[src/rtl/pr_hrav_pkg.sv]
// Shared types and helpers for the HR-AV partial-reconfiguration sequencer.
package pr_hrav_pkg;

    localparam int unsigned PR_HRAV_MAX_CORES = 16;

    typedef enum logic [2:0] {
        ST_IDLE   = 3'd0,
        ST_DRAIN  = 3'd1,
        ST_PRE    = 3'd2,
        ST_CONFIG = 3'd3,
        ST_POST   = 3'd4,
        ST_ERR    = 3'd5
    } seq_state_t;

    // True when a requested core id addresses an existing core.
    function automatic logic id_in_range(input int unsigned id, input int unsigned n_cores);
        return (id < n_cores);
    endfunction

endpackage

[src/rtl/pr_hrav_core_reconfig_seq_if.sv]
// Request and ICAP handshake bundle of the reconfiguration sequencer.
// master: software/ICAP side, slave: the sequencer.
interface pr_hrav_core_reconfig_seq_if #(
    parameter int unsigned CID_W = 4
) ();
    logic             req_valid;
    logic [CID_W-1:0] req_core_id;
    logic             req_ready;
    logic             cfg_start;
    logic             cfg_done;
    logic             cfg_err;

    modport master (
        output req_valid, req_core_id, cfg_done, cfg_err,
        input  req_ready, cfg_start
    );

    modport slave (
        input  req_valid, req_core_id, cfg_done, cfg_err,
        output req_ready, cfg_start
    );
endinterface

[src/rtl/pr_hrav_hold_timer.sv]
// Loadable down-counter with zero flag; holds at zero.
module pr_hrav_hold_timer #(
    parameter int unsigned W = 8
) (
    input  logic         clk_i,
    input  logic         rst_i,
    input  logic         load_i,
    input  logic [W-1:0] load_val_i,
    input  logic         dec_i,
    output logic         zero_o
);
    logic [W-1:0] count_q;

    // Load takes priority over decrement; the count never wraps below zero.
    always_ff @(posedge clk_i) begin
        if (rst_i) begin
            count_q <= '0;
        end else if (load_i) begin
            count_q <= load_val_i;
        end else if (dec_i && (count_q != '0)) begin
            count_q <= count_q - 1'b1;
        end
    end

    assign zero_o = (count_q == '0);

endmodule

[src/rtl/pr_hrav_core_reconfig_seq.sv]
// Per-core reconfiguration sequencer: drain, hold in reset around the ICAP
// bitstream write, then release and re-enable the target core.
// Optional macro PR_HRAV_DRAIN_TIMEOUT_EN: bounds DRAIN by DRAIN_TIMEOUT
// cycles and adds the sticky drain_to output.
module pr_hrav_core_reconfig_seq
    import pr_hrav_pkg::*;
#(
    parameter int unsigned N_CORES       = 2,
    parameter int unsigned CID_W         = 4,
    parameter int unsigned RST_PRE       = 4,
    parameter int unsigned RST_POST      = 16,
    parameter int unsigned DRAIN_TIMEOUT = 1024
) (
    input  logic               ACLK,
    input  logic               a_reset,
    input  logic [N_CORES-1:0] sw_core_rst,
    input  logic [N_CORES-1:0] sw_core_enb,
    input  logic [N_CORES-1:0] core_busy,
    pr_hrav_core_reconfig_seq_if.slave rbus,
    output logic [N_CORES-1:0] core_enb,
    output logic [N_CORES-1:0] core_rst,
    output logic               seq_done,
    output logic               seq_err,
    output logic [2:0]         seq_state,
    output logic [31:0]        reconfig_cnt,
    input  logic               clr_cnt
`ifdef PR_HRAV_DRAIN_TIMEOUT_EN
    ,
    output logic               drain_to
`endif
);

    if ((N_CORES < 1) || (N_CORES > PR_HRAV_MAX_CORES) || ((1 << CID_W) < N_CORES) ||
        (RST_PRE < 1) || (RST_PRE > 255) || (RST_POST < 1) || (RST_POST > 255) ||
        (DRAIN_TIMEOUT < 1)) begin : g_bad_cfg
        $error("pr_hrav_core_reconfig_seq: illegal parameter set");
    end

    seq_state_t         state_q, state_d;
    logic [CID_W-1:0]   cur_id_q, cur_id_d;
    logic [N_CORES-1:0] seq_rst_q, seq_rst_d;
    logic [N_CORES-1:0] seq_hold_q, seq_hold_d;
    logic [N_CORES-1:0] cur_mask, req_mask;
    logic [N_CORES-1:0] core_rst_q, core_enb_q;
    logic               hold_clr_q, hold_clr_d;
    logic               drain_arm_q, drain_arm_d;
    logic               req_ready_q;
    logic               cfg_start_q, cfg_start_d;
    logic               seq_done_q, seq_done_d;
    logic               seq_err_q, seq_err_d;
    logic [31:0]        cnt_q;
    logic               hs, id_ok, cur_busy;
    logic               tmr_load, tmr_dec, tmr_zero;
    logic [7:0]         tmr_val;
    logic               to_zero;
    logic               to_set;

    assign hs    = rbus.req_valid & req_ready_q;
    assign id_ok = id_in_range(32'(rbus.req_core_id), N_CORES);

    // One-hot masks of the latched and the requested core id.
    always_comb begin
        cur_mask = '0;
        req_mask = '0;
        for (int unsigned i = 0; i < N_CORES; i++) begin
            if (cur_id_q == CID_W'(i))         cur_mask[i] = 1'b1;
            if (rbus.req_core_id == CID_W'(i)) req_mask[i] = 1'b1;
        end
        cur_busy = |(core_busy & cur_mask);
    end

    pr_hrav_hold_timer #(.W(8)) u_hold_timer (
        .clk_i      (ACLK),
        .rst_i      (a_reset),
        .load_i     (tmr_load),
        .load_val_i (tmr_val),
        .dec_i      (tmr_dec),
        .zero_o     (tmr_zero)
    );

`ifdef PR_HRAV_DRAIN_TIMEOUT_EN
    localparam int unsigned TO_W = $clog2(DRAIN_TIMEOUT + 1);
    logic drain_to_q;

    pr_hrav_hold_timer #(.W(TO_W)) u_drain_timer (
        .clk_i      (ACLK),
        .rst_i      (a_reset),
        .load_i     (hs & id_ok),
        .load_val_i (TO_W'(DRAIN_TIMEOUT - 1)),
        .dec_i      (state_q == ST_DRAIN),
        .zero_o     (to_zero)
    );

    assign drain_to = drain_to_q;
`else
    assign to_zero = 1'b0;
`endif

    // Next-state, per-core reset/hold masks and pulse requests.
    always_comb begin
        state_d     = state_q;
        cur_id_d    = cur_id_q;
        seq_rst_d   = seq_rst_q;
        seq_hold_d  = seq_hold_q;
        hold_clr_d  = 1'b0;
        drain_arm_d = drain_arm_q;
        cfg_start_d = 1'b0;
        seq_done_d  = 1'b0;
        seq_err_d   = 1'b0;
        tmr_load    = 1'b0;
        tmr_val     = '0;
        tmr_dec     = 1'b0;
        to_set      = 1'b0;

        // Delayed hold release is applied before a new handshake can set a
        // bit, so an immediate re-request of the same core keeps it held.
        if (hold_clr_q) seq_hold_d = seq_hold_d & ~cur_mask;

        unique case (state_q)
            ST_IDLE: begin
                if (hs) begin
                    if (!id_ok) begin
                        seq_err_d = 1'b1;
                    end else begin
                        cur_id_d    = rbus.req_core_id;
                        seq_hold_d  = seq_hold_d | req_mask;
                        drain_arm_d = 1'b0;
                        state_d     = ST_DRAIN;
                    end
                end
            end
            ST_DRAIN: begin
                drain_arm_d = 1'b1;
                if ((drain_arm_q && !cur_busy) || to_zero) begin
                    to_set    = to_zero & cur_busy;
                    seq_rst_d = seq_rst_d | cur_mask;
                    tmr_load  = 1'b1;
                    tmr_val   = 8'(RST_PRE - 1);
                    state_d   = ST_PRE;
                end
            end
            ST_PRE: begin
                if (tmr_zero) begin
                    cfg_start_d = 1'b1;
                    state_d     = ST_CONFIG;
                end else begin
                    tmr_dec = 1'b1;
                end
            end
            ST_CONFIG: begin
                if (rbus.cfg_err) begin
                    state_d = ST_ERR;
                end else if (rbus.cfg_done) begin
                    tmr_load = 1'b1;
                    tmr_val  = 8'(RST_POST - 1);
                    state_d  = ST_POST;
                end
            end
            ST_POST: begin
                if (tmr_zero) begin
                    seq_rst_d  = seq_rst_d & ~cur_mask;
                    hold_clr_d = 1'b1;
                    seq_done_d = 1'b1;
                    state_d    = ST_IDLE;
                end else begin
                    tmr_dec = 1'b1;
                end
            end
            ST_ERR: begin
                seq_err_d = 1'b1;
                state_d   = ST_IDLE;
            end
            default: state_d = ST_IDLE;
        endcase
    end

    // FSM state, registered outputs and completion counter.
    always_ff @(posedge ACLK) begin
        if (a_reset) begin
            state_q     <= ST_IDLE;
            cur_id_q    <= '0;
            seq_rst_q   <= '0;
            seq_hold_q  <= '0;
            hold_clr_q  <= 1'b0;
            drain_arm_q <= 1'b0;
            req_ready_q <= 1'b0;
            cfg_start_q <= 1'b0;
            seq_done_q  <= 1'b0;
            seq_err_q   <= 1'b0;
            core_rst_q  <= '1;
            core_enb_q  <= '0;
            cnt_q       <= '0;
`ifdef PR_HRAV_DRAIN_TIMEOUT_EN
            drain_to_q  <= 1'b0;
`endif
        end else begin
            state_q     <= state_d;
            cur_id_q    <= cur_id_d;
            seq_rst_q   <= seq_rst_d;
            seq_hold_q  <= seq_hold_d;
            hold_clr_q  <= hold_clr_d;
            drain_arm_q <= drain_arm_d;
            req_ready_q <= (state_d == ST_IDLE);
            cfg_start_q <= cfg_start_d;
            seq_done_q  <= seq_done_d;
            seq_err_q   <= seq_err_d;
            core_rst_q  <= sw_core_rst | seq_rst_d;
            core_enb_q  <= sw_core_enb & ~seq_hold_d;
            if (clr_cnt)         cnt_q <= '0;
            else if (seq_done_d) cnt_q <= cnt_q + 32'd1;
`ifdef PR_HRAV_DRAIN_TIMEOUT_EN
            if (clr_cnt)     drain_to_q <= 1'b0;
            else if (to_set) drain_to_q <= 1'b1;
`endif
        end
    end

    assign rbus.req_ready = req_ready_q;
    assign rbus.cfg_start = cfg_start_q;
    assign core_rst       = core_rst_q;
    assign core_enb       = core_enb_q;
    assign seq_done       = seq_done_q;
    assign seq_err        = seq_err_q;
    assign seq_state      = state_q;
    assign reconfig_cnt   = cnt_q;

endmodule

[src/flat_wrapper.sv]
// flat-port wrapper written by rule: the top's interface ports become plain ports
module pr_hrav_core_reconfig_seq_flat import pr_hrav_pkg::*;
#(
    parameter int unsigned N_CORES       = 2,
    parameter int unsigned CID_W         = 4,
    parameter int unsigned RST_PRE       = 4,
    parameter int unsigned RST_POST      = 16,
    parameter int unsigned DRAIN_TIMEOUT = 1024
)
  (ACLK, a_reset, sw_core_rst, sw_core_enb, core_busy, core_enb, core_rst, seq_done, seq_err, seq_state, reconfig_cnt, clr_cnt, rbus_req_valid, rbus_req_core_id, rbus_cfg_done, rbus_cfg_err, rbus_req_ready, rbus_cfg_start);
  pr_hrav_core_reconfig_seq_if #(.CID_W(CID_W)) rbus_i ();
  input  logic ACLK;
  input  logic a_reset;
  input  logic [N_CORES-1:0] sw_core_rst;
  input  logic [N_CORES-1:0] sw_core_enb;
  input  logic [N_CORES-1:0] core_busy;
  output logic [N_CORES-1:0] core_enb;
  output logic [N_CORES-1:0] core_rst;
  output logic seq_done;
  output logic seq_err;
  output logic [2:0] seq_state;
  output logic [31:0] reconfig_cnt;
  input  logic clr_cnt;
  input wire logic [$bits(rbus_i.req_valid)-1:0] rbus_req_valid;
  input wire logic [$bits(rbus_i.req_core_id)-1:0] rbus_req_core_id;
  input wire logic [$bits(rbus_i.cfg_done)-1:0] rbus_cfg_done;
  input wire logic [$bits(rbus_i.cfg_err)-1:0] rbus_cfg_err;
  output wire logic [$bits(rbus_i.req_ready)-1:0] rbus_req_ready;
  output wire logic [$bits(rbus_i.cfg_start)-1:0] rbus_cfg_start;
  assign rbus_i.req_valid = rbus_req_valid;
  assign rbus_i.req_core_id = rbus_req_core_id;
  assign rbus_i.cfg_done = rbus_cfg_done;
  assign rbus_i.cfg_err = rbus_cfg_err;
  assign rbus_req_ready = rbus_i.req_ready;
  assign rbus_cfg_start = rbus_i.cfg_start;
  pr_hrav_core_reconfig_seq #(.N_CORES(N_CORES), .CID_W(CID_W), .RST_PRE(RST_PRE), .RST_POST(RST_POST), .DRAIN_TIMEOUT(DRAIN_TIMEOUT)) u_core (.ACLK(ACLK), .a_reset(a_reset), .sw_core_rst(sw_core_rst), .sw_core_enb(sw_core_enb), .core_busy(core_busy), .rbus(rbus_i), .core_enb(core_enb), .core_rst(core_rst), .seq_done(seq_done), .seq_err(seq_err), .seq_state(seq_state), .reconfig_cnt(reconfig_cnt), .clr_cnt(clr_cnt));
endmodule
[config.mk]
export PLATFORM = sky130hd
export DESIGN_NAME = pr_hrav_core_reconfig_seq_flat
export DESIGN_NICKNAME = d
export VERILOG_FILES = /design/src/rtl/pr_hrav_pkg.sv /design/src/rtl/pr_hrav_core_reconfig_seq_if.sv /design/src/rtl/pr_hrav_hold_timer.sv /design/src/rtl/pr_hrav_core_reconfig_seq.sv /design/src/flat_wrapper.sv
export SDC_FILE = /design/constraint.sdc
export NUM_CORES = 1
export LEC_CHECK = 0
export CAP_MARGIN = 30
export CORE_UTILIZATION = 54
export DETAILED_ROUTE_END_ITERATION = 8
export HOLD_SLACK_MARGIN = 0.12
export PLACE_DENSITY_LB_ADDON = 0.2
export SYNTH_ARGS = -nofsm -noshare
export SYNTH_HDL_FRONTEND = slang
export SYNTH_SLANG_ARGS = --single-unit
[constraint.sdc]
create_clock -name ACLK -period 4.6 [get_ports ACLK]
set_input_delay 0.69 -clock ACLK [delete_from_list [all_inputs] [get_ports ACLK]]
set_output_delay 0.69 -clock ACLK [all_outputs]
set_load 0.05 [all_outputs]
==> Word level (Yosys, flattened, before mapping) <==
Cells that the tools add are included.
{ "word_totals": {"word_cells": 92, "out_inout_bits": 43, "in_bits": 16, "ff_bits": 60} }
{ "op_classes": {"magnitude_cmp": 1, "n_addsub": 2, "n_eq_ne": 9, "reduce_logical": 17, "bitwise": 11, "mux": 39} }
{ "op_table": {"columns": ["cell", "n"], "rows": [
  ["adder 32 x 1 -> 32 bit, second input constant", 1],
  ["two-way mux 8 bit", 3],
  ["two-way mux 3 bit", 7],
  ["one-hot mux 8 bit (2 select lines)", 1],
  ["two-way mux 1 bit", 15],
  ["one-hot mux 3 bit (5 select lines)", 1],
  ["two-way mux 2 bit", 7],
  ["AND 2 bit", 4],
  ["== test 4 x 1 -> 1 bit, second input constant", 2],
  ["logical NOT 4 bit", 2],
  ["logical NOT 8 bit", 1],
  ["nonzero test 8 bit", 1],
  ["OR reduction 2 bit", 4],
  ["subtractor 8 x 1 -> 8 bit, second input constant", 1],
  ["== test 3 x 2 -> 1 bit, second input constant", 2],
  ["== test 3 bit, second input constant", 2],
  ["logical NOT 3 bit", 2],
  ["OR 2 bit", 3],
  ["one-hot mux 1 bit (2 select lines)", 3],
  ["AND reduction 3 bit", 2],
  ["less-than comparator 4 x 2 -> 1 bit, second input constant", 1],
  ["two-way mux 4 bit", 1],
  ["!= test 2 x 1 -> 1 bit, second input constant", 2],
  ["inverter 2 bit", 2],
  ["7 further kinds", 9]
]} }

==> Longest topological paths before layout <==
{ "depth": {"ltp_word": 11, "mapped_depth": 9, "depth_no_buf": 7} }

==> Hierarchy <==
Synthesis repeated with hierarchy kept, for this count alone.
{ "unflattened": {"cells_unflattened": 341, "area_unflattened_um2": 2932.8} }
{ "by_module_without_submodules": {"columns": ["module", "n_inst", "cells_per_inst", "area_each_um2"], "rows": [
  ["pr_hrav_core_reconfig_seq", 1, 282, 2417.3],
  ["pr_hrav_hold_timer", 1, 59, 515.5]
]} }

==> Worst setup path before layout <==
OpenSTA, ideal clock, no wires.
{ "synth_timing": {"kind": "reg-to-reg", "from": "register u_core.cnt_q[0] (netlist: u_core.reconfig_cnt[0])", "to": "register u_core.cnt_q[28] (netlist: u_core.reconfig_cnt[28])", "required_ns": 4.530, "n_path_buf": 0, "setup_slack_ns": 2.443, "arrival_time_ns": 2.086, "stages_incl_launch_ff": 7, "cell_sequence": "dfxtp_1 ha_1 nand3_1 nor4_4 nand4_1 or3_1 a21oi_1"} }
{ "synth_via": {"elab_chain_cells": 1} }
{ "synth_lines": {"columns": ["element", "line", "source"], "rows": [
  ["start, declared", "pr_hrav_core_reconfig_seq.sv:51", "logic [31:0] cnt_q;"],
  ["start signal, assigned", "pr_hrav_core_reconfig_seq.sv:210", "else if (seq_done_d) cnt_q <= cnt_q + 32'd1;"],
  ["adder 32 x 1 -> 32 bit", "pr_hrav_core_reconfig_seq.sv:210", null]
]} }
No other way between the ends.
A chain may end at the register's enable or synchronous reset.

==> Worst setup path after layout <==
{ "layout_timing": {"from": "register u_core.state_q[0] (netlist: u_core.seq_state[0])", "to": "output port seq_state[0]"} }
{ "layout_lines": {"columns": ["element", "line", "source"], "rows": [
  ["start, declared", "pr_hrav_core_reconfig_seq.sv:39", "seq_state_t state_q, state_d;"],
  ["start signal, assigned", "pr_hrav_core_reconfig_seq.sv:197", "state_q <= state_d;"],
  ["end, declared", "flat_wrapper.sv:21", "output logic [2:0] seq_state;"]
]} }
No word-level cell between the ends.

==> run metrics <==
Core ar.=4790 um^2; diodes inserted=0; crit start category=register; Fin. Hold Viols=0; setup violation total in the final timing report=0; R2R depth=7; critical path's slowest cell=clkdlybuf4s50_1; Hold/Removal Path Class=register to register; top_reg_cell synth=dfxtp_1; Hold WS=0.479 ns; distinct cell type count after synthesis=48; DP HPWL=4110 um; Worst Hold Endpoint=u_core.cur_id_q[2]; routability cong.=0.868; Slew @ Worst Pin=0.615 ns; Period Utilization, post-route=56.1%; Residual DRC=0; WP data required=3.91 ns; CTS tree=built; antenna violations before repair=0; post-synthesis cell area=2710 um^2; Setup TNS Final=0 ns; Initial DRT Pass Iterations=4; most frequent cells in the layout=dfxtp_1 (60), clkdlybuf4s50_1 (58), nor2_1 (44); most common cell after layout, fill and taps aside=dfxtp_1; hold path cells=1; Detailed Route WL=5980 um; share of cells above drive strength 1=7.59%; largest net degree at the start of global routing=31; total gr overflow=0; leakage=1.19 nW; max cap viols=0; R2R Path End=u_core.reconfig_cnt[19]; FP Rows=25; Clock power frac=41.7%; combinational power share=5.0%; clk_lat worst skew=0.33 ns; IO Pins=59; first-pass GRT wire length=10100 um; CTS HTree Levels=3; Setup crit start=u_core.seq_state[0]; Post-synth ARST share=0%; critical path's top delay family=buffers and inverters; vias=2430; Switching Share=22.4%; EDFF count, synth=0; hold buffers post-CTS=0; CP endpoint kind=output pin; Post-Syn Instances=306; worst-path maximum fanout=12; Worst R2R Setup Slack=2.12 ns; hold path startpoint=u_core.cur_id_q[2]; vias in the first global route=2244; All-Layer GR Usage=24.8%; status=finished clean; Die ar.=5310 um^2; sequential area share after synthesis=44.3%; Slew headroom=58.7%; Avg Cell Area, Syn=8.86 um^2; Power Dens Cells=282 nW/um^2; Setup Buffers After CTS=0; drt wl/cell=13.7 um; Routed Antenna Nets=0; Seq cells post-synth=60; unrepaired setup endpoints after global routing=no; NetSw=0.222 mW; crit-path max cell delay=0.90 ns; Die Height=72.9 um; DR iter-0 viols=112; Post-CTS Resized=0; peak supply drop=0.000242 V; IO buf count=58; Buf/Inv on CP=1; CTS Sinks=60; clk buf depth=2; Die Span X=72.9 um; fin. max-slew vios=0; Reg power frac=53.3%; Initial Utilization=56.7%; worst path cell trace=clkdlybuf4s50_1; fmax=388 MHz; Crit Path Class=register to output pin; syn_nets=324; RR Startpoint=u_core.u_hold_timer.count_q[0]; CTS root buf=clkbuf_8; internal power=0.765 mW; Min Clock Period, post-route=2.58 ns; worst clock skew=0.00552 ns; clk slew on worst S/H paths=0.06 ns; Area Overhead vs Synth=29.0%; yosys warns=0; crit path DAT=1.89 ns; CTS Buf Count=9; nets=383; DR vias/cell=5.57
per-layer routing:
| layer | track usage [%] | wire [um] |
|---|---|---|
| met5 | 0 | 0 |
| met4 | 12.2 | 124 |
| met3 | 4.28 | 256 |
| met2 | 41.4 | 2990 |
| met1 | 30.9 | 2620 |
power by group through the flow:
stage | Clock, mW | Combinational, mW | Sequential (mW)
6_report | 0.412 | 0.0494 | 0.526
3_3_place_gp | 0 | 0.0482 | 0.537
2_1_floorplan | 0 | 0.0148 | 0.547
5_1_grt | 0.438 | 0.0527 | 0.526
4_1_cts | 0.418 | 0.0494 | 0.525
3_5_place_dp | 0 | 0.0491 | 0.537
synth_stat cells, types with 4 or more instances:
cell type  instances  area, um^2
nand4_1           11        68.8
buf_2              5        25.0
o21ai_0           11        55.1
xnor2_1            7        61.3
clkbuf_1           5        18.8
and2_1             4        25.0
a21oi_1           15        75.1
or3_1             12        75.1
nand3_1           18        90.1
dfxtp_1           60        1200
xor2_1            22         193
inv_1              7        26.3
nor3_1            10        50.1
nor2_1            44         165
nand2_1           23        86.3
sequential cells by signal (all words and copies together), names as in the netlist:
signal                       count
u_core.seq_state                 3
u_core.seq_hold_q                2
u_core.cur_id_q                  4
u_core.seq_err                   1
u_core.core_rst                  2
u_core.rbus.req_ready            1
u_core.rbus.cfg_start            1
u_core.u_hold_timer.count_q      8
u_core.seq_rst_q                 2
u_core.reconfig_cnt             32
u_core.drain_arm_q               1
u_core.core_enb                  2
u_core.hold_clr_q                1
kinds of logic after synthesis:
logic type / Yosys count / synth area share, %
AND/OR/NAND/NOR: 155 / 32.6
flip-flops: 60 / 44.3
XOR/XNOR: 29 / 9.37
AO/OA/AOI/OAI: 41 / 9.41
buffers and inverters: 18 / 3.00
adder cells (fa/ha/maj): 2 / 0.923
multiplexers: 1 / 0.369
through the flow:
stage	setup WS [ns]	cell area, um^2	cells	power [mW]	util (%)
finish	2.02	3500	436	0.987	73.1
global route	1.78	3500	436	1.02	73.1
CTS	2.01	3500	436	0.993	73.1
detailed placement	2.08	3330	421	0.586	69.5
global placement	2.08	3330	421	0.585	69.5
floorplan	2.44	2710	306	0.562	-
worst reg2reg max path, delay by kind of cell, from the launching register on:
kind | cells | cell delay [ns]
buffers and inverters | 1 | 0.06
and+or+nand+nor | 3 | 1.24
adders and majority gates | 1 | 0.22
AOI/OAI and AO/OA | 2 | 0.50
DFF | 1 | 0.33
layout make-up:
cell class	count	area [um^2]
flip-flops and latches	60	1200
clock inverters	2	10.0
well taps	67	83.8
fillers	372	1290
repair buffers	59	588
clock buffers	13	159
inverters	7	26.3
multi-input cells	228	1430
how the worst max path moves through the flow:
stage	slack, ns	to	cells after the start
floorplan	2.44	u_core.reconfig_cnt[28]	6
global placement	2.08	u_core.reconfig_cnt[17]	5
detailed placement	2.08	u_core.reconfig_cnt[17]	5
CTS	2.01	seq_state[0]	1
global route	1.78	u_core.reconfig_cnt[19]	7
finish	2.02	seq_state[0]	1
(Power assumes the default switching activity.)
